<file path="src/rtl/div_unit_pkg.sv">
// Shared definitions for the multi-cycle restoring divider: FSM encoding and
// sizing helpers used by the top level.
package div_unit_pkg;

  typedef enum logic [1:0] {
    ST_IDLE = 2'd0,
    ST_RUN  = 2'd1,
    ST_FIX  = 2'd2,
    ST_ZERO = 2'd3
  } state_e;

  // Iteration counter width: clog2(N)+1 bits, enough to hold 0..N.
  function automatic int cnt_width(input int n);
    return $clog2(n) + 1;
  endfunction

endpackage

</file>
<file path="src/rtl/div_unit_div_step.sv">
// Combinational N+1-bit trial subtractor: T = p_sh - {1'b0, b_mag}, built as a
// ripple of full_adder cells with inverted subtrahend and carry-in 1.
module div_step #(
  parameter int N = 32
) (
  input  logic [N:0]   p_sh,
  input  logic [N-1:0] b_mag,
  output logic [N-1:0] diff,
  output logic         restore
);

  logic [N:0] carry;
  logic       t_msb;

  assign carry[0] = 1'b1;

  for (genvar i = 0; i < N; i++) begin : g_fa
    full_adder u_fa (
      .x   (p_sh[i]),
      .y   (~b_mag[i]),
      .cin (carry[i]),
      .s   (diff[i]),
      .cout(carry[i+1])
    );
  end

  // Top bit of the subtrahend is 0, so its inverted input is a constant 1 and
  // no carry-out is needed: the MSB of T reduces to an XNOR.
  assign t_msb   = ~(p_sh[N] ^ carry[N]);
  assign restore = t_msb;

endmodule

</file>
<file path="src/rtl/full_adder.sv">
// One-bit full adder cell, the building block of the divider's trial subtractor.
module full_adder (
  input  logic x,
  input  logic y,
  input  logic cin,
  output logic s,
  output logic cout
);

  assign s    = x ^ y ^ cin;
  assign cout = (x & y) | (x & cin) | (y & cin);

endmodule

</file>
<file path="src/rtl/div_unit.sv">
// Multi-cycle restoring divider for MIPS DIV/DIVU: one quotient bit per clock,
// sign fix-up at the end, and a one-cycle divide-by-zero path.
module div_unit
  import div_unit_pkg::*;
#(
  parameter int N = 32
) (
  input  logic         clk,
  input  logic         rst_n,
  input  logic         start,
  input  logic         is_signed,
  input  logic [N-1:0] a,
  input  logic [N-1:0] b,
  output logic [N-1:0] q,
  output logic [N-1:0] r,
  output logic         busy,
  output logic         done,
  output logic         div_zero
);

  localparam int            KW     = cnt_width(N);
  localparam logic [KW-1:0] K_LAST = KW'(N - 1);
  localparam logic [KW-1:0] K_ONE  = KW'(1);

  state_e         state_q, state_d;
  logic [N-1:0]   p_q, p_d;
  logic [N-1:0]   d_q, d_d;
  logic [N-1:0]   b_q, b_d;
  logic [N-1:0]   q_q, q_d;
  logic [N-1:0]   r_q, r_d;
  logic [KW-1:0]  k_q, k_d;
  logic           sa_q, sa_d;
  logic           sb_q, sb_d;
  logic           done_q, done_d;
  logic           dz_q, dz_d;
  logic           busy_o;

  logic [N:0]     p_sh;
  logic [N-1:0]   diff;
  logic           restore;

  // P always ends an iteration below |b|, so it is kept N bits wide; the
  // shifted value feeding the subtractor carries the extra (N+1th) bit.
  assign p_sh = {p_q, d_q[N-1]};

  div_step #(.N(N)) u_step (
    .p_sh   (p_sh),
    .b_mag  (b_q),
    .diff   (diff),
    .restore(restore)
  );

  always_ff @(posedge clk or negedge rst_n) begin
    if (!rst_n) begin
      state_q <= ST_IDLE;
      p_q     <= '0;
      d_q     <= '0;
      b_q     <= '0;
      q_q     <= '0;
      r_q     <= '0;
      k_q     <= '0;
      sa_q    <= 1'b0;
      sb_q    <= 1'b0;
      done_q  <= 1'b0;
      dz_q    <= 1'b0;
    end else begin
      state_q <= state_d;
      p_q     <= p_d;
      d_q     <= d_d;
      b_q     <= b_d;
      q_q     <= q_d;
      r_q     <= r_d;
      k_q     <= k_d;
      sa_q    <= sa_d;
      sb_q    <= sb_d;
      done_q  <= done_d;
      dz_q    <= dz_d;
    end
  end

  always_comb begin
    state_d = state_q;
    case (state_q)
      ST_IDLE: begin
        if (start) state_d = (b == '0) ? ST_ZERO : ST_RUN;
      end
      ST_RUN: begin
        if (k_q == K_LAST) state_d = ST_FIX;
      end
      ST_FIX:  state_d = ST_IDLE;
      ST_ZERO: state_d = ST_IDLE;
      default: state_d = ST_IDLE;
    endcase
  end

  always_comb begin
    busy_o = (state_q == ST_RUN);
  end

  // Datapath: D holds |a| on entry and shifts quotient bits in from the right.
  always_comb begin
    p_d    = p_q;
    d_d    = d_q;
    b_d    = b_q;
    q_d    = q_q;
    r_d    = r_q;
    k_d    = k_q;
    sa_d   = sa_q;
    sb_d   = sb_q;
    done_d = 1'b0;
    dz_d   = dz_q;
    case (state_q)
      ST_IDLE: begin
        if (start) begin
          sa_d = is_signed & a[N-1];
          sb_d = is_signed & b[N-1];
          d_d  = sa_d ? -a : a;
          b_d  = sb_d ? -b : b;
          p_d  = '0;
          k_d  = '0;
        end
      end
      ST_RUN: begin
        p_d = restore ? p_sh[N-1:0] : diff;
        d_d = {d_q[N-2:0], ~restore};
        k_d = k_q + K_ONE;
      end
      ST_FIX: begin
        q_d    = (sa_q ^ sb_q) ? -d_q : d_q;
        r_d    = sa_q ? -p_q : p_q;
        dz_d   = 1'b0;
        done_d = 1'b1;
      end
      ST_ZERO: begin
        // D still holds |a|; undo the magnitude step to return a unchanged.
        q_d    = '1;
        r_d    = sa_q ? -d_q : d_q;
        dz_d   = 1'b1;
        done_d = 1'b1;
      end
      default: ;
    endcase
  end

  assign q        = q_q;
  assign r        = r_q;
  assign busy     = busy_o;
  assign done     = done_q;
  assign div_zero = dz_q;

endmodule

</file>
<file path="config.mk">
export PLATFORM = sky130hd
export DESIGN_NAME = div_unit
export DESIGN_NICKNAME = d
export VERILOG_FILES = /design/src/rtl/div_unit_pkg.sv /design/src/rtl/div_unit_div_step.sv /design/src/rtl/full_adder.sv /design/src/rtl/div_unit.sv
export SDC_FILE = /design/constraint.sdc
export NUM_CORES = 1
export LEC_CHECK = 0
export BUFFER_PORTS_ARGS = -buffer_cell sky130_fd_sc_hd__buf_2
export CELL_PAD_IN_SITES_DETAIL_PLACEMENT = 2
export CELL_PAD_IN_SITES_GLOBAL_PLACEMENT = 2
export CORE_UTILIZATION = 39
export CTS_BUF_LIST = sky130_fd_sc_hd__clkbuf_8 sky130_fd_sc_hd__clkbuf_16
export DETAILED_ROUTE_END_ITERATION = 6
export PLACE_DENSITY_LB_ADDON = 0.3
export SYNTH_ARGS = -nofsm -noshare
export SYNTH_HDL_FRONTEND = slang
export SYNTH_SLANG_ARGS = --single-unit
</file>
<file path="constraint.sdc">
create_clock -name clk -period 20.1 [get_ports clk]
set_input_delay 3.015 -clock clk [delete_from_list [all_inputs] [get_ports clk]]
set_output_delay 3.015 -clock clk [all_outputs]
set_load 0.05 [all_outputs]
</file>
### After elaboration in Yosys (flattened, before gate mapping)

Cells that the tools add are included.

* $add $sub $neg: 5
* equal/unequal tests: 6
* mux-type cells: 20
* bitwise gates (word level): 258
* reductions and logical operators: 8

Operators by type and width (number)
* 2-to-1 mux 32 bit: 8
* case mux 32 bit (2 select lines): 4
* negation 32 bit: 4
* bitwise AND 1 bit: 96
* bitwise XOR 1 bit: 65
* bitwise OR 1 bit: 64
* NOT 1 bit: 33
* zero test 32 bit: 1
* case mux 6 bit (2 select lines): 1
* adder 6 x 1 -> 6 bit, second input constant: 1
* equality test 6 x 5 -> 1 bit, second input constant: 1
* 2-to-1 mux 2 bit: 3
* 2-to-1 mux 6 bit: 1
* case mux 2 bit (3 select lines): 1
* AND reduction 2 bit: 3
* equality test 2 bit, second input constant: 2
* nonzero test 2 bit: 2
* equality test 2 x 1 -> 1 bit, second input constant: 1
* zero test 2 bit: 1
* inequality test 2 x 1 -> 1 bit, second input constant: 1
* inequality test 2 bit, second input constant: 1
* case mux 1 bit (2 select lines): 1
* OR reduction 2 bit: 1
* 2-to-1 mux 1 bit: 1

* register bits: 172
* bits of input ports: 68
* output and inout port bits: 67

### Depth between registers and ports, before layout

Gate-level depths: netlist of run 1.

* depth after elaboration: 100
* gate-level depth with buffers: 42
* depth with buffers taken out: 41

### Modules after synthesis

A second synthesis of run 1 with hierarchy kept.

* cell total of the unflattened synthesis: 1218
* area, all modules: 11039.3 sq um

Modules (own cells, without submodules)
* div_unit: instances 1, cells each 1152, area an instance 10266.1 sq um
* full_adder: instances 32, cells each 1, area an instance 20.0 sq um
* div_step: instances 1, cells each 34, area an instance 132.6 sq um

### Worst setup path after synthesis of run 1

No wires, ideal clock.

* kind: register to register
* start point: register d_q[31]
* end point: register p_q[22]
* arrival: 13311 ps
* path slack: 6655 ps
* cell stages (with the launch flop): 42
* period minus slack after synthesis: 13445 ps
* cell sequence: dfrtp_1 -> inv_1 -> ha_1 -> inv_1 -> fa_1 -> inv_1 -> fa_1 -> inv_1 -> fa_1 -> fa_1 -> fa_1 -> fa_1 -> fa_1 -> fa_1 -> fa_1 -> fa_1 -> fa_1 -> fa_1 -> [6 not listed] -> fa_1 -> fa_1 -> fa_1 -> fa_1 -> fa_1 -> fa_1 -> fa_1 -> fa_1 -> fa_1 -> fa_1 -> fa_1 -> inv_1 -> fa_1 -> fa_1 -> xor2_1 -> clkbuf_1 -> mux2i_1 -> o21ai_0

* cells in the longest elaborated chain, start to end: 99

RTL lines
* start: declaration: RTL line div_unit.sv:27 `logic [N-1:0] d_q, d_d;`
* start signal: assignment: RTL line div_unit.sv:57 `d_q <= '0;`
* start signal: assignment: RTL line div_unit.sv:69 `d_q <= d_d;`
* bitwise AND 1 bit: RTL line full_adder.sv:11 `assign cout = (x & y) | (x & cin) | (y & cin);`
* bitwise OR 1 bit (*) (2 in series): RTL line full_adder.sv:11
* bitwise AND 1 bit: RTL line full_adder.sv:11
* bitwise OR 1 bit: RTL line full_adder.sv:11
* bitwise OR 1 bit (*): RTL line full_adder.sv:11
* bitwise AND 1 bit: RTL line full_adder.sv:11
* bitwise OR 1 bit: RTL line full_adder.sv:11
* bitwise OR 1 bit (*): RTL line full_adder.sv:11
* [79 not listed]
* bitwise OR 1 bit (2 in series): RTL line full_adder.sv:11
* bitwise AND 1 bit: RTL line full_adder.sv:11
* bitwise OR 1 bit (2 in series): RTL line full_adder.sv:11
* bitwise AND 1 bit: RTL line full_adder.sv:11
* bitwise OR 1 bit (2 in series): RTL line full_adder.sv:11
* bitwise XOR 1 bit: RTL line div_unit_div_step.sv:29 `assign t_msb = ~(p_sh[N] ^ carry[N]);`
* 2-to-1 mux 32 bit (*): RTL line div_unit.sv:124 `p_d = restore ? p_sh[N-1:0] : diff;`
* case mux 32 bit (2 select lines) (*): RTL line div_unit.sv:112 `case (state_q)`
* end signal: assignment: RTL line div_unit.sv:68 `p_q <= p_d;`
* end: declaration: RTL line div_unit.sv:26 `logic [N-1:0] p_q, p_d;`

Mark *: on every way between the ends. The rest lies on a longest branch, timed or not.
A chain may end at the register's enable or synchronous reset.

### Final worst setup path of run 1

* start point: register d_q[31]
* end point: register p_q[20]

* cells in the longest elaborated chain, start to end: 99

RTL lines (RTL line)
* bitwise AND 1 bit: full_adder.sv:11
* bitwise OR 1 bit (*) (2 in series): full_adder.sv:11
* bitwise AND 1 bit: full_adder.sv:11
* bitwise OR 1 bit: full_adder.sv:11
* bitwise OR 1 bit (*): full_adder.sv:11
* bitwise AND 1 bit: full_adder.sv:11
* bitwise OR 1 bit: full_adder.sv:11
* bitwise OR 1 bit (*): full_adder.sv:11
* [79 not listed]
* bitwise OR 1 bit (2 in series): full_adder.sv:11
* bitwise AND 1 bit: full_adder.sv:11
* bitwise OR 1 bit (2 in series): full_adder.sv:11
* bitwise AND 1 bit: full_adder.sv:11
* bitwise OR 1 bit (2 in series): full_adder.sv:11
* bitwise XOR 1 bit: div_unit_div_step.sv:29
* 2-to-1 mux 32 bit (*): div_unit.sv:124
* case mux 32 bit (2 select lines) (*): div_unit.sv:112

Marks and branches as above.

==> impl_results.md, run 1 <==
- Number of fillers in the final layout: 3044
- Crit path max-delay family: adder cells
- Synth Flop Type: dfrtp_1
- Worst R2R Start: d_q[31]
- Post-synth top area share: 0.388
- Die Ht: 171 um
- Post-synthesis sequential area ratio: 0.388
- Gr usage total: 0.290
- Final period util: 0.710
- DRT iter0 DRCs: 636
- Syn Std Cell Area: 11100 um2
- Setup Skew: 0.0143 ns
- Row cnt: 61
- Synth Warn #: 0
- Post-Syn Nets: 1331
- Hold Crit Class: reg2reg
- CTS sink count: 172
- Final min period: 14.27 ns
- Most Frequent Cell on Critical Path: fa_1
- DRC Markers: 0
- Initial Util: 0.398
- Area leader, netlist: dfrtp_1
- Routability cong.: 0.828
- Critical path peak fanout: 37
- Critical Path Slowest Stage Cell: buf_4
- Final worst slack: 5.83 ns
- WP data arrival: 14.52 ns
- Worst vdd ir: 0.000108 V
- Endpoints failing setup: 0
- Die ar.: 29100 um2
- Synth cell types: 59
- Status: complete, no violations
- Hold_sp: b_q[13]
- Hold slack final: 0.499 ns
- Placed inst area: 12000 um2
- Async set or reset register ratio after synthesis: 1.00
- Largest net degree at the start of global routing: 109
- Final cell count without fillers: 1689
- Max Freq: 70.1 MHz
- Area Overhead vs Synth: 13.5%
- Post-layout net count: 1403
- Synthesized area per cell: 9.04 um2
- Post-synth EDFFs: 0
- Fin. Hold Viols: 0
- Slew headroom: 0.288
- Clock latency on the worst-skew pair: 0.44 ns
- CTS H-Tree Depth: 4
- Detailed Routing Iterations Pass 1: 5
- Vias per cell: 5.94
- Layout cells sized above 1: 0.159
- Core Area: 27900 um2
- First-pass GRT wire length: 64200 um
- PD cells: 180 nW/um2
- Worst stage delay on the critical path: 0.51 ns
- Startpoint types: flip-flop
- Num CTS Buffers: 17
- Pleak: 5.10 nW
- Initial antenna violation count: 1
- I/O Pins: 135
- Worst setup path category: reg2reg
- Post-CTS Hold Buffers: 0
- Max Slew Vio Count: 0
- GRT Residual Overflow: 0
- Least-Margin Pin Slew: 1.07 ns
- Crit end category: flip-flop
- WL per Instance: 24.1 um
- Worst-case clock buffer depth: 2
- Seq cells post-synth: 172
- Critical Path Source: d_q[31]
- Maximum Capacitance Violations: 0
- Unrepaired setup endpoints after global routing: no
- Vias in the first global route: 10734
- CP bufs+invs: 6
- Post-Synthesis Cells: 1226
- CTS tree: built
- Setup TNS: 0 ns
- Resize count post-CTS: 0
- Via count: 10031
- Post-Place Cells: 1657
- Post-CTS Setup Bufs: 0
- Area contributors post-synth: dfrtp_1, xor2_1, fa_1, o21ai_0, xnor2_1
- Post-route antenna net violation count: 0
- CP Data Required Time: 20.35 ns
- Ant diodes: 0
- CTS root buffer: clkbuf_16
- # port buffers: 134
- Post-DP HPWL: 28400 um
- Place WS: 6.19 ns
- Die Wd: 171 um
- Clk slew on worst S/H paths: 0.07 ns
- Total Routed Length: 40700 um
- Post-route cell area: 12600 um2
[layer usage]
metal  wire [um]  part of all wire  up-vias  GRT usage
met4         858             0.021        0     0.0799
met3        1720             0.042       49     0.0356
met5           0                 0        -          0
li1            -                 -     4475          -
met2       19900              0.49      295      0.482
met1       18200              0.45     5212      0.397
[cell type report]
class                   count  area (um2)  area share
clock buffers              18         439      0.0349
clock inverters            14         156      0.0124
inverters                  51         191      0.0152
multi-input cells         909        6230       0.496
flip-flops and latches    172        4310       0.342
well taps                 378         473      0.0376
repair buffers            147         774      0.0616
[report_power, final]
group | switching (mW) | leakage, nW | internal (mW)
Combinational | 0.730 | 2.80 | 0.451
Clock | 0.155 | 0.292 | 0.189
Sequential | 0.253 | 2.00 | 0.486
[cell usage in the layout, fill, tap and decap left out, drive strengths merged, types with 31 or more instances in the layout]
| master | synthesis | routed |
|---|---|---|
| dfrtp | 172 | 172 |
| buf | 16 | 147 |
| o21ai | 136 | 136 |
| nor2 | 94 | 94 |
| nand2 | 92 | 92 |
| xor2 | 86 | 86 |
| a21oi | 64 | 64 |
| inv | 49 | 54 |
| xnor2 | 49 | 49 |
| o31ai | 39 | 39 |
| nand3 | 37 | 37 |
| mux2i | 37 | 37 |
| fa | 31 | 31 |
[flip-flops by register name, summed over array words and instances, names as in the netlist]
name      count
sb_q          1
done          1
sa_q          1
q            32
d_q          32
state_q       2
div_zero      1
k_q           6
p_q          32
b_q          32
r            32
[synth_stat cells (3+ instances only)]
cell      count
nor4_1       14
buf_6         4
mux2_2        6
o211ai_1      4
nand4_1       5
or4_1        19
a22oi_1      17
o21ai_0     120
a31oi_1      16
nand2b_1     17
nand3b_1      3
dfrtp_1     172
o221ai_1     16
o22ai_1       6
o31ai_1      36
a32o_1        3
and2_1        5
buf_2         5
a211oi_1      7
xnor2_1      49
o311ai_0      3
fa_1         31
inv_1        49
clkbuf_1     78
o21ai_1      16
nand3_1      37
or3_1        18
ha_1          6
or4_4         3
nand2_1      92
o41ai_1      17
buf_1         7
xor2_1       86
nor2_1       94
nor3_1       17
a21oi_1      64
o31a_1        3
or2_2         5
mux2i_1      37
nor2b_1      13
[worst paths after layout]
kind / to / slack [ns] / depth (start not counted)
worst max-delay path: p_q[20] / 5.83 / 41
worst min-delay path: b_q[13] / 0.50 / 2
worst max register to register: p_q[20] / 5.83 / 41
worst min register to register: b_q[13] / 0.50 / 2
max in group asynchronous: p_q[3] / 16.30 / 2
min in group asynchronous: q[10] / 2.51 / 1
[kinds of logic after synthesis]
family | Yosys count | synth area share
flip-flops | 172 | 0.388
XOR/XNOR | 135 | 0.107
buffers and inverters | 145 | 0.0524
multiplexers | 44 | 0.0415
AO/OA/AOI/OAI | 338 | 0.190
adder cells (fa/ha/maj) | 37 | 0.0628
AND/OR/NAND/NOR | 355 | 0.159
[metrics by stage]
step / utilization / total power [mW]
2_1_floorplan: - / 1.47
3_5_place_dp: 0.430 / 1.87
4_1_cts: 0.451 / 2.27
3_3_place_gp: 0.430 / 1.78
6_report: 0.451 / 2.26
5_1_grt: 0.451 / 2.41
[worst min-delay path, stage by stage, from the launching register on]
cell,delay (ns)
dfrtp_1,0.35
nand2_1,0.05
o21ai_0,0.06
(Power assumes the default switching activity.)
==> run 2, diff against run 1 <==
--- a/config.mk
+++ b/config.mk
@@ -5,10 +5,11 @@
 export SDC_FILE = /design/constraint.sdc
 export NUM_CORES = 1
 export LEC_CHECK = 0
+export ABC_AREA = 1
 export BUFFER_PORTS_ARGS = -buffer_cell sky130_fd_sc_hd__buf_2
 export CELL_PAD_IN_SITES_DETAIL_PLACEMENT = 2
 export CELL_PAD_IN_SITES_GLOBAL_PLACEMENT = 2
-export CORE_UTILIZATION = 39
+export CORE_UTILIZATION = 31
 export CTS_BUF_LIST = sky130_fd_sc_hd__clkbuf_8 sky130_fd_sc_hd__clkbuf_16
 export DETAILED_ROUTE_END_ITERATION = 6
 export PLACE_DENSITY_LB_ADDON = 0.3
==> constraint.sdc (replaced) <==
create_clock -name clk -period 12.7 [get_ports clk]
set_input_delay 1.905 -clock clk [delete_from_list [all_inputs] [get_ports clk]]
set_output_delay 1.905 -clock clk [all_outputs]
set_load 0.05 [all_outputs]
==> impl_results.md, run 2 <==
- Status: complete, no violations
- GRT Residual Overflow: 0
- Via count: 12309
- Commonest non-fill, non-tap cell in the layout: nand2_1
- DRT iter0 DRCs: 588
- Worst stage delay on the critical path: 0.41 ns
- CTS sink count: 172
- Post-synthesis sequential area ratio: 0.354
- Largest net degree at the start of global routing: 70
- Clock latency on the worst-skew pair: 0.47 ns
- Placed inst area: 13200 um2
- Worst R2R Start: d_q[31]
- Area contributors post-synth: dfrtp_1, nand2_1, nand3_1, nor2_1, inv_1
- Setup Skew: 0.0130 ns
- I/O Pins: 135
- Initial Util: 0.314
- Top cells by count, synth: nand2_1, nor2_1, nand3_1, inv_1, dfrtp_1
- Worst setup path category: reg2reg
- Critical path peak fanout: 10
- Die Ht: 200 um
- Area leader, netlist: dfrtp_1
- Post-route cell area: 13900 um2
- Net Sw Power: 2.26 mW
- Maximum Capacitance Violations: 0
- Num CTS Buffers: 17
- Post-synth EDFFs: 0
- Unrepaired setup endpoints after global routing: yes
- Clk slew on worst S/H paths: 0.08 ns
- # port buffers: 134
- Layout cells sized above 1: 0.159
- Max Freq: 80.6 MHz
- Max Slew Vio Count: 0
- Gr usage total: 0.262
- Ant diodes: 0
- CTS root buffer: clkbuf_16
- Post-CTS Hold Buffers: 0
- Slew headroom: 0.343
- Synthesized area per cell: 7.21 um2
- Critical Path Source: d_q[31]
- Setup crit end: p_q[14]
- CTS H-Tree Depth: 4
- Startpoint types: flip-flop
- Row cnt: 72
- Highest-count cells in the layout ignoring fill and taps: nand2_1, nor2_1, nand3_1
- Post-layout net count: 1892
- Synth Warn #: 0
- Internal power: 1.82 mW
- Pleak: 6.49 nW
- Die ar.: 40000 um2
- Switching Fraction: 0.553
- Final min period: 12.41 ns
- Most common cell in the netlist: nand2_1
- DRC Markers: 0
- Post-route antenna net violation count: 0
- Post-synth top area share: 0.354
- Number of fillers in the final layout: 4658
- Post-Synthesis Cells: 1686
- Synth cell types: 50
- Vias in the first global route: 13113
- Synth Flop Type: dfrtp_1
- Initial antenna violation count: 1
- Fin. Hold Viols: 0
- CP Data Required Time: 13.01 ns
- Crit end category: flip-flop
- Routability cong.: 0.880
- PD cells: 293 nW/um2
- Detailed Routing Iterations Pass 1: 5
- Total Routed Length: 50600 um
- Syn Std Cell Area: 12100 um2
- Critical Path Slowest Stage Cell: fa_2
- Vias per cell: 5.31
- First-pass GRT wire length: 78400 um
- Seq cells post-synth: 172
- Die Wd: 200 um
- Logic pwr share: 0.607
- Core Area: 38600 um2
- WP data arrival: 12.72 ns
- Worst vdd ir: 0.0000943 V
- Most Frequent Cell on Critical Path: fa_2
- Final period util: 0.977
- R2R Path End: p_q[14]
- Worst-case clock buffer depth: 2
- Clock Power Share: 0.122
- Post-DP HPWL: 38600 um
- Endpoints failing setup: 0
- Place WS: -0.903 ns
- Hold Crit Class: reg2reg
- WL per Instance: 21.8 um
- Util after Layout: 0.361
- Flop pwr share: 0.271
- CTS tree: built
- Area Overhead vs Synth: 14.7%
- Least-Margin Pin Slew: 0.985 ns
- Flop2flop setup slack: 0.29 ns
- Worst r2r path cells: 45
- Post-Syn Nets: 1791
- Async set or reset register ratio after synthesis: 1.00
- Final worst slack: 0.287 ns
-- run 2: cell types whose count changed after synthesis, sizes merged, moves of 21 or more --
| cell | delta |
|---|---|
| nand2 | +337 |
| nand3 | +145 |
| inv | +133 |
| nor2 | +120 |
| xor2 | -47 |
| xnor2 | -46 |
| clkbuf | -45 |
| mux2i | -37 |
| o31ai | -37 |
| buf | +27 |
| or4 | -22 |
| nand4 | +21 |
-- run 2: stage by stage --
| step | cells | hold WS [ns] | TNS [ns] | power [mW] |
|---|---|---|---|---|
| finish | 2318 | 0.478 | 0 | 4.08 |
| floorplan | 1686 | 0.449 | 0 | 2.68 |
| CTS | 2316 | 0.485 | 0 | 4.04 |
| global placement | 2281 | 0.458 | -15.68 | 3.32 |
| detailed placement | 2281 | 0.467 | -27.98 | 3.45 |
| global route | 2318 | 0.510 | -0.0787 | 4.38 |
-- run 2: kinds of logic after synthesis --
kind of cell             share of synthesized area
flip-flops                                   0.354
AO/OA/AOI/OAI                                0.158
buffers and inverters                       0.0888
adder cells (fa/ha/maj)                     0.0573
XOR/XNOR                                    0.0303
AND/OR/NAND/NOR                              0.311
-- run 2: how the worst min path moves through the flow --
stage | end | slack [ns] | cells after the start | from
finish | r[17] | 0.48 | 2 | r[17]
global route | r[20] | 0.51 | 2 | r[20]
CTS | r[17] | 0.48 | 2 | r[17]
detailed placement | r[17] | 0.47 | 2 | r[17]
global placement | div_zero | 0.46 | 2 | div_zero
floorplan | b_q[25] | 0.45 | 2 | b_q[25]
-- run 2: power by group through the flow --
stage               combinational (mW)  sequential (mW)  clock, mW
CTS                               2.44             1.10      0.509
global route                      2.72             1.14      0.527
detailed placement                2.35             1.10          0
finish                            2.48             1.11      0.500
global placement                  2.23             1.09          0
floorplan                         1.40             1.28          0
-- run 2: metal layers --
layer / share of wire / up-vias / GRT usage
met1: 0.48 / 6273 / 0.369
met5: 0.00026 / - / 0
met3: 0.032 / 55 / 0.0304
li1: - / 5750 / -
met4: 0.026 / 2 / 0.0845
met2: 0.46 / 229 / 0.416
-- run 2: what timing repair did --
item / CTS / global route
resized for setup: 26 / 10
endpoints found under the setup margin: 33 / 33
pin swaps: 2 / 1
buffers inserted: 2 / 2
cloned: 1 / 0
-- run 2: critical path: cells and delay by family, from the launching register on --
family                   cells  cell delay (ns)
flip-flops                   1             0.40
buffers and inverters        9             0.76
AND/OR/NAND/NOR              3             0.26
AO/OA/AOI/OAI                1             0.10
adder cells (fa/ha/maj)     32            10.74
-- run 2: final cells by class --
class | instances | area (um2) | area share
multi-input cells | 1255 | 6840 | 0.491
flip-flops and latches | 172 | 4310 | 0.309
repair buffers | 158 | 918 | 0.0659
inverters | 183 | 692 | 0.0497
well taps | 518 | 648 | 0.0465
clock buffers | 17 | 425 | 0.0305
clock inverters | 15 | 104 | 0.00745
